===== src/rtl/grant_mux.sv =====
// Packet-locking N:1 beat mux steered by an external round-robin grant; 1-cycle registered output.
// Backpressure: ack is withheld unless the output register is empty or draining this cycle.
module grant_mux #(
  parameter int N  = 5,
  parameter int W  = 8,
  parameter int IW = $clog2(N)
) (
  input  logic           clk,
  input  logic           rst,
  input  logic [N-1:0]   req,
  input  logic [N*W-1:0] data,
  input  logic [N-1:0]   last,
  input  logic [N-1:0]   grant,
  output logic [N-1:0]   ack,
  output logic           out_valid,
  output logic [W-1:0]   out_data,
  output logic           out_last,
  output logic [IW-1:0]  out_src,
  input  logic           out_ready,
  output logic           locked,
  output logic           grant_err
);

  typedef enum logic [0:0] {IDLE, LOCKED} state_t;

  typedef struct packed {
    logic [W-1:0]  dat;
    logic          last;
    logic [IW-1:0] src;
  } beat_t;

  state_t        state;
  logic [IW-1:0] lock_idx;
  logic [IW-1:0] grant_idx;
  logic          grant_vld;
  logic [IW-1:0] sel;
  logic          sel_vld;
  logic          sel_req;
  beat_t         sel_beat;
  logic          space;
  logic          xfer;
  logic          multi_grant;

  assign space       = !out_valid || out_ready;
  assign multi_grant = |(grant & (grant - N'(1)));
  assign locked      = (state == LOCKED);

  always_comb begin
    grant_idx = '0;
    grant_vld = 1'b0;
    // Descending scan so the lowest set grant bit wins when several are set.
    for (int i = N - 1; i >= 0; i--) begin
      if (grant[i]) begin
        grant_idx = IW'(i);
        grant_vld = 1'b1;
      end
    end

    if (state == LOCKED) begin
      sel     = lock_idx;
      sel_vld = 1'b1;
    end else begin
      sel     = grant_idx;
      sel_vld = grant_vld;
    end

    sel_req       = 1'b0;
    sel_beat.dat  = '0;
    sel_beat.last = 1'b0;
    sel_beat.src  = sel;
    for (int i = 0; i < N; i++) begin
      ack[i] = space && rst && sel_vld && (IW'(i) == sel);
      if (IW'(i) == sel) begin
        sel_req       = req[i];
        sel_beat.dat  = data[i*W +: W];
        sel_beat.last = last[i];
      end
    end

    xfer = sel_vld && sel_req && space && rst;
  end

  always_ff @(posedge clk) begin
    if (!rst) begin
      state     <= IDLE;
      lock_idx  <= '0;
      out_valid <= 1'b0;
      out_data  <= '0;
      out_last  <= 1'b0;
      out_src   <= '0;
      grant_err <= 1'b0;
    end else begin
      if (multi_grant) begin
        grant_err <= 1'b1;
      end
      if (xfer) begin
        out_valid <= 1'b1;
        out_data  <= sel_beat.dat;
        out_last  <= sel_beat.last;
        out_src   <= sel_beat.src;
        if (state == IDLE && !sel_beat.last) begin
          state    <= LOCKED;
          lock_idx <= sel;
        end else if (state == LOCKED && sel_beat.last) begin
          state <= IDLE;
        end
      end else if (out_ready) begin
        out_valid <= 1'b0;
      end
    end
  end

endmodule


===== config.mk =====
export PLATFORM = sky130hd
export DESIGN_NAME = grant_mux
export DESIGN_NICKNAME = d
export VERILOG_FILES = /design/src/rtl/grant_mux.sv
export SDC_FILE = /design/constraint.sdc
export NUM_CORES = 1
export LEC_CHECK = 0
export ABC_AREA = 1
export BUFFER_PORTS_ARGS = -buffer_cell sky130_fd_sc_hd__buf_2
export CELL_PAD_IN_SITES_DETAIL_PLACEMENT = 0
export CELL_PAD_IN_SITES_GLOBAL_PLACEMENT = 1
export CORE_ASPECT_RATIO = 0.8
export CORE_MARGIN = 3
export CORE_UTILIZATION = 26
export DETAILED_ROUTE_END_ITERATION = 8
export HOLD_SLACK_MARGIN = 0.02
export PLACE_DENSITY_LB_ADDON = 0.05
export SLEW_MARGIN = 20
export SYNTH_ARGS = -nofsm -noshare
export SYNTH_HDL_FRONTEND = slang
export SYNTH_SLANG_ARGS = --single-unit

===== constraint.sdc =====
create_clock -name clk -period 1.9 [get_ports clk]
set_input_delay 0.095 -clock clk [delete_from_list [all_inputs] [get_ports clk]]
set_output_delay 0.095 -clock clk [all_outputs]
set_load 0.005 [all_outputs]

==> run_results.csv, run 1 <==
group,metric,value,unit
route,wirelength,4870,um
placement,pre_cts_slack,-0.116,ns
timing,setup_ws,0.0586,ns
critical_path,setup.worst_path.end,"locked$_SDFFE_PN0P_",
clock_tree,cts_inserted_buffers,3,
critical_path,r2r_cells,17,
power_and_ir_drop,sequentialPowerShare,27.4,%
hold_path,holdPathStages,4,
power_and_ir_drop,power.internal,0.00111,W
route,viasPerCell,4.11,
global_route,overflow,0,
logic_synthesis,synth_area,1470,sq um
logic_synthesis,syn-mean-instance-area,5.97,sq um
logic_synthesis,synth.area.top_cells,"dfxtp_1 24%, nand2_1 17%, nor2_1 12%",
clock_tree,clk_latency,0.25,ns
power_and_ir_drop,peakVddDrop,0.000207,V
timing,worst_pin_slew,0.278,ns
timing,finalCriticalPeriod,1.84,ns
logic_synthesis,syn_nets,306,
run_status,outcome,"completed",
flow_run,drv_cap,0,
route,drcViolationCount,0,
logic_synthesis,synth.most_common_cell,"nand2_1",
placement,io_buffers,77,
timing,setup-violations-final,0,
logic_synthesis,ys_seq_elements,18,
route,detail-route-antenna-nets,0,
power_and_ir_drop,clkPwrFrac,17.6,%
global_route,grt_pass1_vias,1679,
logic_synthesis,postSynth.asyncResetShare,0,%
die,die_y,73.3,um
power_and_ir_drop,p_comb_share,55.0,%
logic_synthesis,synth_cell_types,26,
global_route,grt_pass1_wl,7850,um
critical_path,worst_setup_path_start_kind,"flop",
die,ios,78,
timing,maxSlewViolCount,0,
placement,hpwl,4030,um
die,coreArea,5240,sq um
timing,period_share,96.9,%
clock_tree,path_clk_slew,0.07,ns
clock_tree,cts_root_buf,"clkbuf_8",
placement,gp_congestion,0.769,
timing,fin_skew,0.00177,ns
global_route,grt_max_degree,17,
timing,rsz0062_at_grt,"yes",
critical_path,r2r_slack,0.06,ns
critical_path,crit_type,"flop to flop",
logic_synthesis,ys_seq_area_share,24.4,%
route,firstDrtPassIters,4,
critical_path,worstSetupEndpointType,"flop",
power_and_ir_drop,p_leak,1.34,nW
logic_synthesis,synth_top_area_share,24.4,%
global_route,antenna_found_initial,0,
power_and_ir_drop,power_density,755,nW/um^2
power_and_ir_drop,total_power,0.00181,W
die,dieArea,6610,sq um
placement,place_inst,419,
critical_path,crit_start,"locked$_SDFFE_PN0P_",
global_route,grt_use_total,14.7,%
clock_tree,cts_max_level,1,
timing,timing.fmax,543,MHz
hold_path,hp-class,"primary input to flop",
die,start_util,28.1,%
clock_tree,clockBufferDepth,2,
critical_path,r2r_end,"locked$_SDFFE_PN0P_",
logic_synthesis,postSynthCellCount,247,
layout,syn2layout_area_growth,62.6,%
critical_path,r2r_start,"locked$_SDFFE_PN0P_",
route,wl_per_cell,11.2,um
power_and_ir_drop,swShare,38.5,%
critical_path,cp.required,2.05,ns
logic_synthesis,ys_warn_count,0,
route,initialDrtViolationCount,59,
die,num_rows,23,
clock_tree,cts_tree,"yes",
die,die_w,90.2,um
layout,fin_nets,418,
timing,hold_violations,0,
critical_path,worstPathArrival,1.99,ns
layout,fill_cells,606,
timing,slew_headroom,81.3,%
logic_synthesis,ys_dominant_reg_cell,"dfxtp_1",
logic_synthesis,yosys.area.top_type,"dfxtp_1",
route,vias,1780,
logic_synthesis,ys_top_cells_by_count,"67 x nand2_1, 48 x nor2_1, 33 x inv_1",
logic_synthesis,synth_edf_count,0,
layout,drive_above_1_share,46.4,%
critical_path,critPathMaxFanout,7,
power_and_ir_drop,p_switching,0.000696,W
layout,diodes,0,
clock_tree,cts_num_sinks,18,
layout,fin_cells,433,
==> critical path, stage by stage (launching register included) <==
cell	delay, ns
dfxtp_4	0.42
inv_6	0.06
nor2_4	0.09
nor2_4	0.05
nand2_4	0.12
nand2_4	0.07
nor2_4	0.10
nand2_1	0.07
nand3_1	0.06
nor2_1	0.04
nand2_1	0.10
inv_2	0.06
ha_4	0.26
inv_2	0.03
nand3_2	0.05
nand2_1	0.05
nand2_1	0.05
nor2_1	0.04
==> per-layer routing <==
layer	share of wire [%]	vias to the layer above	global-route usage [%]
met5	0	-	0
met4	0.66	0	3.57
met3	5.6	2	2.35
met2	39	60	20.3
met1	54	733	23.3
li1	-	985	-
==> power groups by stage <==
stage          clock [W]  sequential [W]  combinational [W]
6_report        0.000318        0.000496           0.000995
5_1_grt         0.000341        0.000509            0.00111
4_1_cts         0.000328        0.000491           0.000833
3_5_place_dp           0        0.000497           0.000824
3_3_place_gp           0        0.000497           0.000824
2_1_floorplan          0        0.000495           0.000493
==> how the worst min path moves through the flow <==
stage,from,end,slack (ns)
2_1_floorplan,grant[4],grant_err$_SDFFE_PN0P_,0.27
3_3_place_gp,out_ready,out_valid$_SDFFE_PN0P_,0.39
3_5_place_dp,out_ready,out_valid$_SDFFE_PN0P_,0.39
4_1_cts,out_ready,out_valid$_SDFFE_PN0P_,0.12
5_1_grt,out_ready,out_valid$_SDFFE_PN0P_,0.15
6_report,out_ready,out_valid$_SDFFE_PN0P_,0.12
==> kinds of logic (layout without fill, tap and decap cells) <==
kind of cell,count (synthesis),count (layout),synth area share [%]
flip-flops,18,18,24.4
AO/OA/AOI/OAI,10,10,3.91
buffers and inverters,43,154,14.1
adder cells (fa/ha/maj),1,1,0.849
AND/OR/NAND/NOR,175,175,56.7
==> registers in the layout, indices dropped and copies added (netlist names) <==
name	count
out_last	1
out_data	8
out_valid	1
lock_idx	3
grant_err	1
out_src	3
locked	1
==> repair_timing <==
| item | CTS | global route |
|---|---|---|
| setup buffers | 0 | 10 |
| resized for setup | 4 | 33 |
| hold buffers | 0 | 0 |
| setup endpoints to repair | 17 | 16 |
| pin swaps | 0 | 13 |
==> area by class of cell <==
type	instances	area, sq um	area share, %
Clock buffer	4	55.1	2.30
Inverter	37	156	6.53
Multi-Input combinational cell	186	1010	42.3
Sequential cell	18	364	15.2
Tap cell	75	93.8	3.92
Timing Repair Buffer	113	712	29.7
==> cell usage in the layout, fill, tap and decap left out, types with 4 or more instances in the layout <==
cell type	n
nand2_1	62
clkbuf_8	4
nand2_2	5
nand4_1	4
inv_1	30
nand2_4	6
nand3_1	19
buf_2	77
inv_2	5
buf_4	29
nor2_4	6
nor3_1	8
o21ai_0	4
nor2_2	13
dfxtp_1	17
nor2_1	44
==> per-stage QoR <==
step | TNS (ns) | util [%] | instance area, sq um | hold slack (ns)
4_1_cts | 0 | 41.8 | 2190 | 0.120
5_1_grt | -0.104 | 45.7 | 2400 | 0.145
3_3_place_gp | -0.724 | 40.5 | 2120 | 0.391
2_1_floorplan | 0 | - | 1480 | 0.266
3_5_place_dp | -0.949 | 40.5 | 2120 | 0.389
6_report | 0 | 45.7 | 2400 | 0.122
No activity file was read; power rests on OpenSTA's default activity.
==> run 2: changes to the inputs <==
Settings changed: CORE_MARGIN 3 to default, PLACE_DENSITY from default to 0.78, PLACE_DENSITY_LB_ADDON 0.05 to default, SKIP_LAST_GASP from default to 1.
==> run 2 against run 1 <==
Sequential share of layout area grew 1.6 points. First-iteration DRC count shrank 24%. Global-route usage grew 0.95 points. Utilization shrank 6.0 points. Critical endpoint unchanged. Clock-buffer cell count is the same. Non-clock buffer count shrank 17. Die area shrank 9.6%. Final area shrank 9.3%. Cell count shrank 3.0%. Wire length shrank 5.7%. Critical path type unchanged. Register-to-register slack gained 0.03 ns.
==> run_results.csv, run 2 (synthesis gave the netlist of run 1 again) <==
group,metric,value,unit
route,wl_per_cell,10.9,um
layout,top_regs,"out_data (8), lock_idx (3), out_src (3)",
timing,timing.fmax,552,MHz
layout,mostFrequentLayoutCell,"buf_2",
critical_path,path_delay_family,"simple AND/OR/NAND/NOR gates",
route,drcViolationCount,0,
route,vias,1760,
layout,fin_area,2170,sq um
route,viasPerCell,4.19,
power_and_ir_drop,p_leak,1.24,nW
layout,fill_cells,643,
critical_path,r2r_start,"locked$_SDFFE_PN0P_",
route,initialDrtViolationCount,45,
hold_path,hp-class,"primary input to flop",
timing,rsz0062_at_grt,"yes",
placement,hpwl,3720,um
critical_path,cp_slowest_cell,"dfxtp_4",
timing,setup-violations-final,0,
hold_path,min_to,"out_valid$_SDFFE_PN0P_",
placement,place_inst,413,
critical_path,r2r_end,"locked$_SDFFE_PN0P_",
die,start_util,27.0,%
critical_path,r2r_slack,0.09,ns
critical_path,slowest_delay,0.40,ns
global_route,overflow,0,
die,die_w,86.2,um
placement,gp_congestion,0.803,
critical_path,crit_buf_inv,3,
timing,finalCriticalPeriod,1.81,ns
critical_path,worstSetupEndpointType,"flop",
timing,slew_headroom,81.6,%
critical_path,r2r_cells,16,
die,ios,78,
layout,drive_above_1_share,41.5,%
layout,fin_nets,402,
clock_tree,cts_max_level,1,
hold_path,hp-start,"out_ready",
route,wirelength,4590,um
critical_path,worstPathCellList,"inv_4 > nor2_2 > nor2_2 > nand2_4 > nand2_4 > nor2_4 > nand2_1 > nand3_1 > nor2_1 > nand2_1 > inv_1 > ha_1 > inv_2 > nand4_1 > nand2_1 > nor2_1",
global_route,antenna_found_initial,0,
die,dieArea,5980,sq um
layout,largest_reg_flops,8,
clock_tree,cts_root_buf,"clkbuf_8",
critical_path,cp.required,2.05,ns
layout,diodes,0,
critical_path,crit_type,"flop to flop",
layout,top_register,"out_data",
layout,fin_cells,420,
route,detail-route-antenna-nets,0,
timing,worst_pin_slew,0.274,ns
route,firstDrtPassIters,4,
clock_tree,cts_num_sinks,18,
clock_tree,path_clk_slew,0.07,ns
timing,maxSlewViolCount,0,
placement,placed_area,2030,sq um
placement,io_buffers,77,
layout,syn2layout_area_growth,47.5,%
power_and_ir_drop,peakVddDrop,0.000221,V
layout,final_cell_mix,"77 x buf_2, 64 x nand2_1, 46 x nor2_1, 32 x inv_1",
timing,period_share,95.4,%
global_route,grt_max_degree,20,
global_route,grt_use_total,15.7,%
critical_path,worstPathArrival,1.97,ns
hold_path,holdPathStages,4,
critical_path,critPathMaxFanout,7,
global_route,grt_pass1_wl,7470,um
run_status,outcome,"completed",
clock_tree,clockBufferDepth,2,
timing,fin_skew,0.00645,ns
flow_run,drv_cap,0,
critical_path,cp_common_cell,"nand2_1",
timing,hold_violations,0,
power_and_ir_drop,power_density,763,nW/um^2
die,num_rows,24,
die,die_y,69.3,um
global_route,grt_pass1_vias,1626,
critical_path,worst_setup_path_start_kind,"flop",
clock_tree,cts_tree,"yes",
clock_tree,clk_latency,0.26,ns
die,coreArea,5470,sq um
clock_tree,cts_inserted_buffers,3,
## run 2: cell types whose count changed in the layout (fill, tap and decap cells not counted), moves of 2 or more
cell	before	now
nor2_1	44	46
inv_2	5	3
nand2_2	5	3
buf_4	29	19
nor2_4	6	3
buf_6	3	0
buf_12	3	0
inv_1	30	32
nand2_1	62	64
## run 2: stage by stage
stage          setup TNS [ns]  util [%]  total power (W)  setup slack (ns)  hold slack [ns]
2_1_floorplan               0         -         0.000988           0.00194            0.266
5_1_grt                -0.102      39.8          0.00181           -0.0413            0.144
3_3_place_gp           -0.164      37.2          0.00125           -0.0474            0.402
3_5_place_dp           -0.708      37.2          0.00126            -0.105            0.389
4_1_cts                     0      38.3          0.00158           0.00363            0.115
6_report                    0      39.8          0.00166            0.0877            0.119
## run 2: final cells by class
| cell class | instances | area (sq um) | share of cell area (%) |
|---|---|---|---|
| Clock buffer | 4 | 55.1 | 2.53 |
| Inverter | 37 | 154 | 7.08 |
| Multi-Input combinational cell | 186 | 966 | 44.4 |
| Sequential cell | 18 | 364 | 16.8 |
| Tap cell | 78 | 97.6 | 4.49 |
| Timing Repair Buffer | 96 | 528 | 24.3 |
| Timing Repair inverter | 1 | 8.76 | 0.403 |
## run 2: where the power goes
group / switching, W / total (W) / leakage [nW] / internal (W)
Sequential: 0.0000491 / 0.000495 / 0.149 / 0.000446
Clock: 0.000135 / 0.000319 / 0.0288 / 0.000184
Combinational: 0.000477 / 0.000844 / 1.06 / 0.000367
## run 2: metal layers
layer / share of wire (%) / GRT usage [%]
met1: 52 / 24.1
met2: 40 / 22.3
met3: 6.2 / 2.38
met4: 0.83 / 4.44
met5: 0 / 0
## run 2: how the worst max path moves through the flow
stage                         from                        to  slack [ns]  depth (start not counted)
6_report       locked$_SDFFE_PN0P_       locked$_SDFFE_PN0P_        0.09                         16
3_3_place_gp   locked$_SDFFE_PN0P_  lock_idx[0]$_SDFFE_PN0P_       -0.05                         14
3_5_place_dp   locked$_SDFFE_PN0P_  lock_idx[2]$_SDFFE_PN0P_       -0.10                         12
5_1_grt        locked$_SDFFE_PN0P_       locked$_SDFFE_PN0P_       -0.04                         17
4_1_cts        locked$_SDFFE_PN0P_  lock_idx[2]$_SDFFE_PN0P_       0.004                         16
2_1_floorplan  locked$_SDFFE_PN0P_       locked$_SDFFE_PN0P_       0.002                         17
## run 2: worst min-delay path, delay by kind of cell
family / cells / cell delay [ns]
buffers and inverters: 2 / 0.10
AND/OR/NAND/NOR: 1 / 0.07
AO/OA/AOI/OAI: 1 / 0.06
## run 2: what timing repair did
item                                   4_1_cts  5_1_grt
hold buffers                                 0        0
setup buffers                                0        2
pin swaps                                    0        3
resized for setup                            2       14
setup endpoints to repair                   15       16
gates cloned                                 0        1
endpoints found under the hold margin        0        0
==> run 3: changes to the inputs <==
==> constraint.sdc (replaced) <==
create_clock -name clk -period 1.9 [get_ports clk]
set_input_delay 0.095 -clock clk [delete_from_list [all_inputs] [get_ports clk]]
set_output_delay 0.095 -clock clk [all_outputs]
set_load 0.1 [all_outputs]
==> run 3 against run 2 <==
Wire length up 3.2%. Sequential power is 1% higher. Critical path depth shrank 7. Non-clock buffer count grew 10. First-iteration DRC count grew 73%. Critical path type is now flop to output port. Cell count up 2.1%. Final area increased by 12%. Global-route usage rose by 0.12 points. Sequential cell count is the same. Hold slack improved by 0.036 ns.
==> run_results.csv, run 3 (synthesis gave the netlist of run 1 again) <==
group,metric,value,unit
run_status,outcome,"completed",
power_and_ir_drop,p_leak,1.33,nW
die,start_util,27.0,%
critical_path,r2r_start,"locked$_SDFFE_PN0P_",
critical_path,cp.required,1.80,ns
die,die_y,69.3,um
global_route,grt_pass1_wl,7530,um
timing,setup_tns,0,ns
layout,final_cell_mix,"72 x buf_2, 61 x nand2_1, 42 x nor2_1, 31 x inv_1, 27 x buf_4",
timing,slew_headroom,67.2,%
placement,io_buffers,77,
placement,place_inst,409,
route,wirelength,4740,um
global_route,grt_pass1_vias,1620,
layout,fin_util,44.5,%
route,vias,1815,
layout,fin_area,2430,sq um
timing,holdWs,0.155,ns
timing,finalCriticalPeriod,1.84,ns
layout,syn2layout_area_growth,65.1,%
critical_path,worstSetupEndpointType,"output port",
clock_tree,cts_max_level,1,
layout,drive_above_1_share,48.1,%
layout,mostFrequentLayoutCell,"buf_2",
timing,worst_pin_slew,0.495,ns
timing,setup-violations-final,0,
layout,largest_reg_flops,8,
placement,hpwl,3670,um
layout,diodes,0,
critical_path,crit_start,"locked$_SDFFE_PN0P_",
timing,maxSlewViolCount,0,
placement,placed_area,2170,sq um
global_route,grt_use_total,15.8,%
die,die_w,86.2,um
critical_path,critPathMaxFanout,6,
critical_path,r2r_slack,0.08,ns
clock_tree,cts_inserted_buffers,3,
route,initialDrtViolationCount,78,
layout,fin_nets,411,
critical_path,setup.worst_path.end,"ack[1]",
die,dieArea,5980,sq um
timing,fin_skew,0.00851,ns
clock_tree,cts_num_sinks,18,
layout,multi_input_area,1080,sq um
route,viasPerCell,4.23,
global_route,overflow,0,
power_and_ir_drop,power_density,931,nW/um^2
clock_tree,clk_latency,0.26,ns
layout,ff_latch_area,365,sq um
layout,top_regs,"out_data (8), lock_idx (3), out_src (3)",
route,detail-route-antenna-nets,0,
timing,period_share,96.8,%
clock_tree,cts_root_buf,"clkbuf_8",
global_route,antenna_found_initial,0,
clock_tree,path_clk_slew,0.08,ns
clock_tree,cts_tree,"yes",
route,wl_per_cell,11.0,um
timing,rsz0062_at_grt,"yes",
route,firstDrtPassIters,4,
die,ios,78,
die,coreArea,5470,sq um
timing,timing.fmax,544,MHz
die,num_rows,24,
hold_path,hp-class,"primary input to flop",
critical_path,worstPathArrival,1.74,ns
hold_path,hp-start,"out_ready",
layout,top_register,"out_data",
critical_path,r2r_end,"locked$_SDFFE_PN0P_",
global_route,grt_max_degree,20,
clock_tree,clockBufferDepth,2,
layout,fin_cells,429,
layout,fill_cells,595,
route,drcViolationCount,0,
power_and_ir_drop,peakVddDrop,0.000632,V
clock_tree,cts_hold_buf,0,
placement,gp_congestion,0.851,
critical_path,r2r_cells,16,
flow_run,drv_cap,0,
critical_path,crit_type,"flop to output port",
critical_path,worst_setup_path_start_kind,"flop",
timing,hold_violations,0,
[run 3: cell types whose count changed in the layout (fill, tap and decap cells not counted), moves of 4 or more]
cell,before,now
buf_4,19,27
buf_12,0,5
buf_2,77,72
nor2_1,46,42
nor2_4,3,7
nor3_1,8,4
[run 3: metal layers]
layer  global-route usage, %  vias up  share of wire (%)
li1                        -      971                  -
met1                    23.5      792                 50
met2                    23.7       50                 44
met3                    2.62        2                5.6
met4                    3.33        0               0.30
met5                       0        -                  0
[run 3: worst min-delay path by stage]
stage                                   endpoint  slack (ns)  cells after the start
after detailed placement  grant_err$_SDFFE_PN0P_        0.43                      3
final                     out_valid$_SDFFE_PN0P_        0.16                      4
after global routing      grant_err$_SDFFE_PN0P_        0.17                      3
after global placement    out_valid$_SDFFE_PN0P_        0.44                      4
after floorplan           grant_err$_SDFFE_PN0P_        0.27                      2
after CTS                 grant_err$_SDFFE_PN0P_        0.16                      3
[run 3: critical path, cell delays in order, from the launching register on]
cell	delay [ns]
dfxtp_4	0.44
inv_6	0.06
nor2_4	0.09
nor2_4	0.05
nand2_4	0.11
nand2_4	0.07
buf_4	0.13
buf_4	0.13
nor3_4	0.19
buf_12	0.20
[run 3: final cells by class]
class	count	share of cell area [%]
well taps	78	4.01
inverters	37	6.22
repair buffers	106	28.2
flip-flops and latches	18	15.0
clock buffers	4	2.26
multi-input cells	186	44.3
[run 3: per-stage QoR]
step           setup WS [ns]  power, W
6_report              0.0616   0.00227
3_5_place_dp         -0.0404   0.00177
5_1_grt              -0.0352   0.00241
4_1_cts             0.000813   0.00216
2_1_floorplan         -0.284   0.00149
3_3_place_gp          0.0275   0.00177
[run 3: timing repair]
item                       4_1_cts  5_1_grt
resized for setup                4       20
buffers inserted                 8        8
pin swaps                        7       18
gates cloned                     0        0
setup endpoints to repair        1       15
[run 3: power by group]
part	internal [W]	switching (W)	total, W
sequential	0.000446	0.0000560	0.000502
clock	0.000184	0.000140	0.000324
combinational	0.000473	0.000966	0.00144
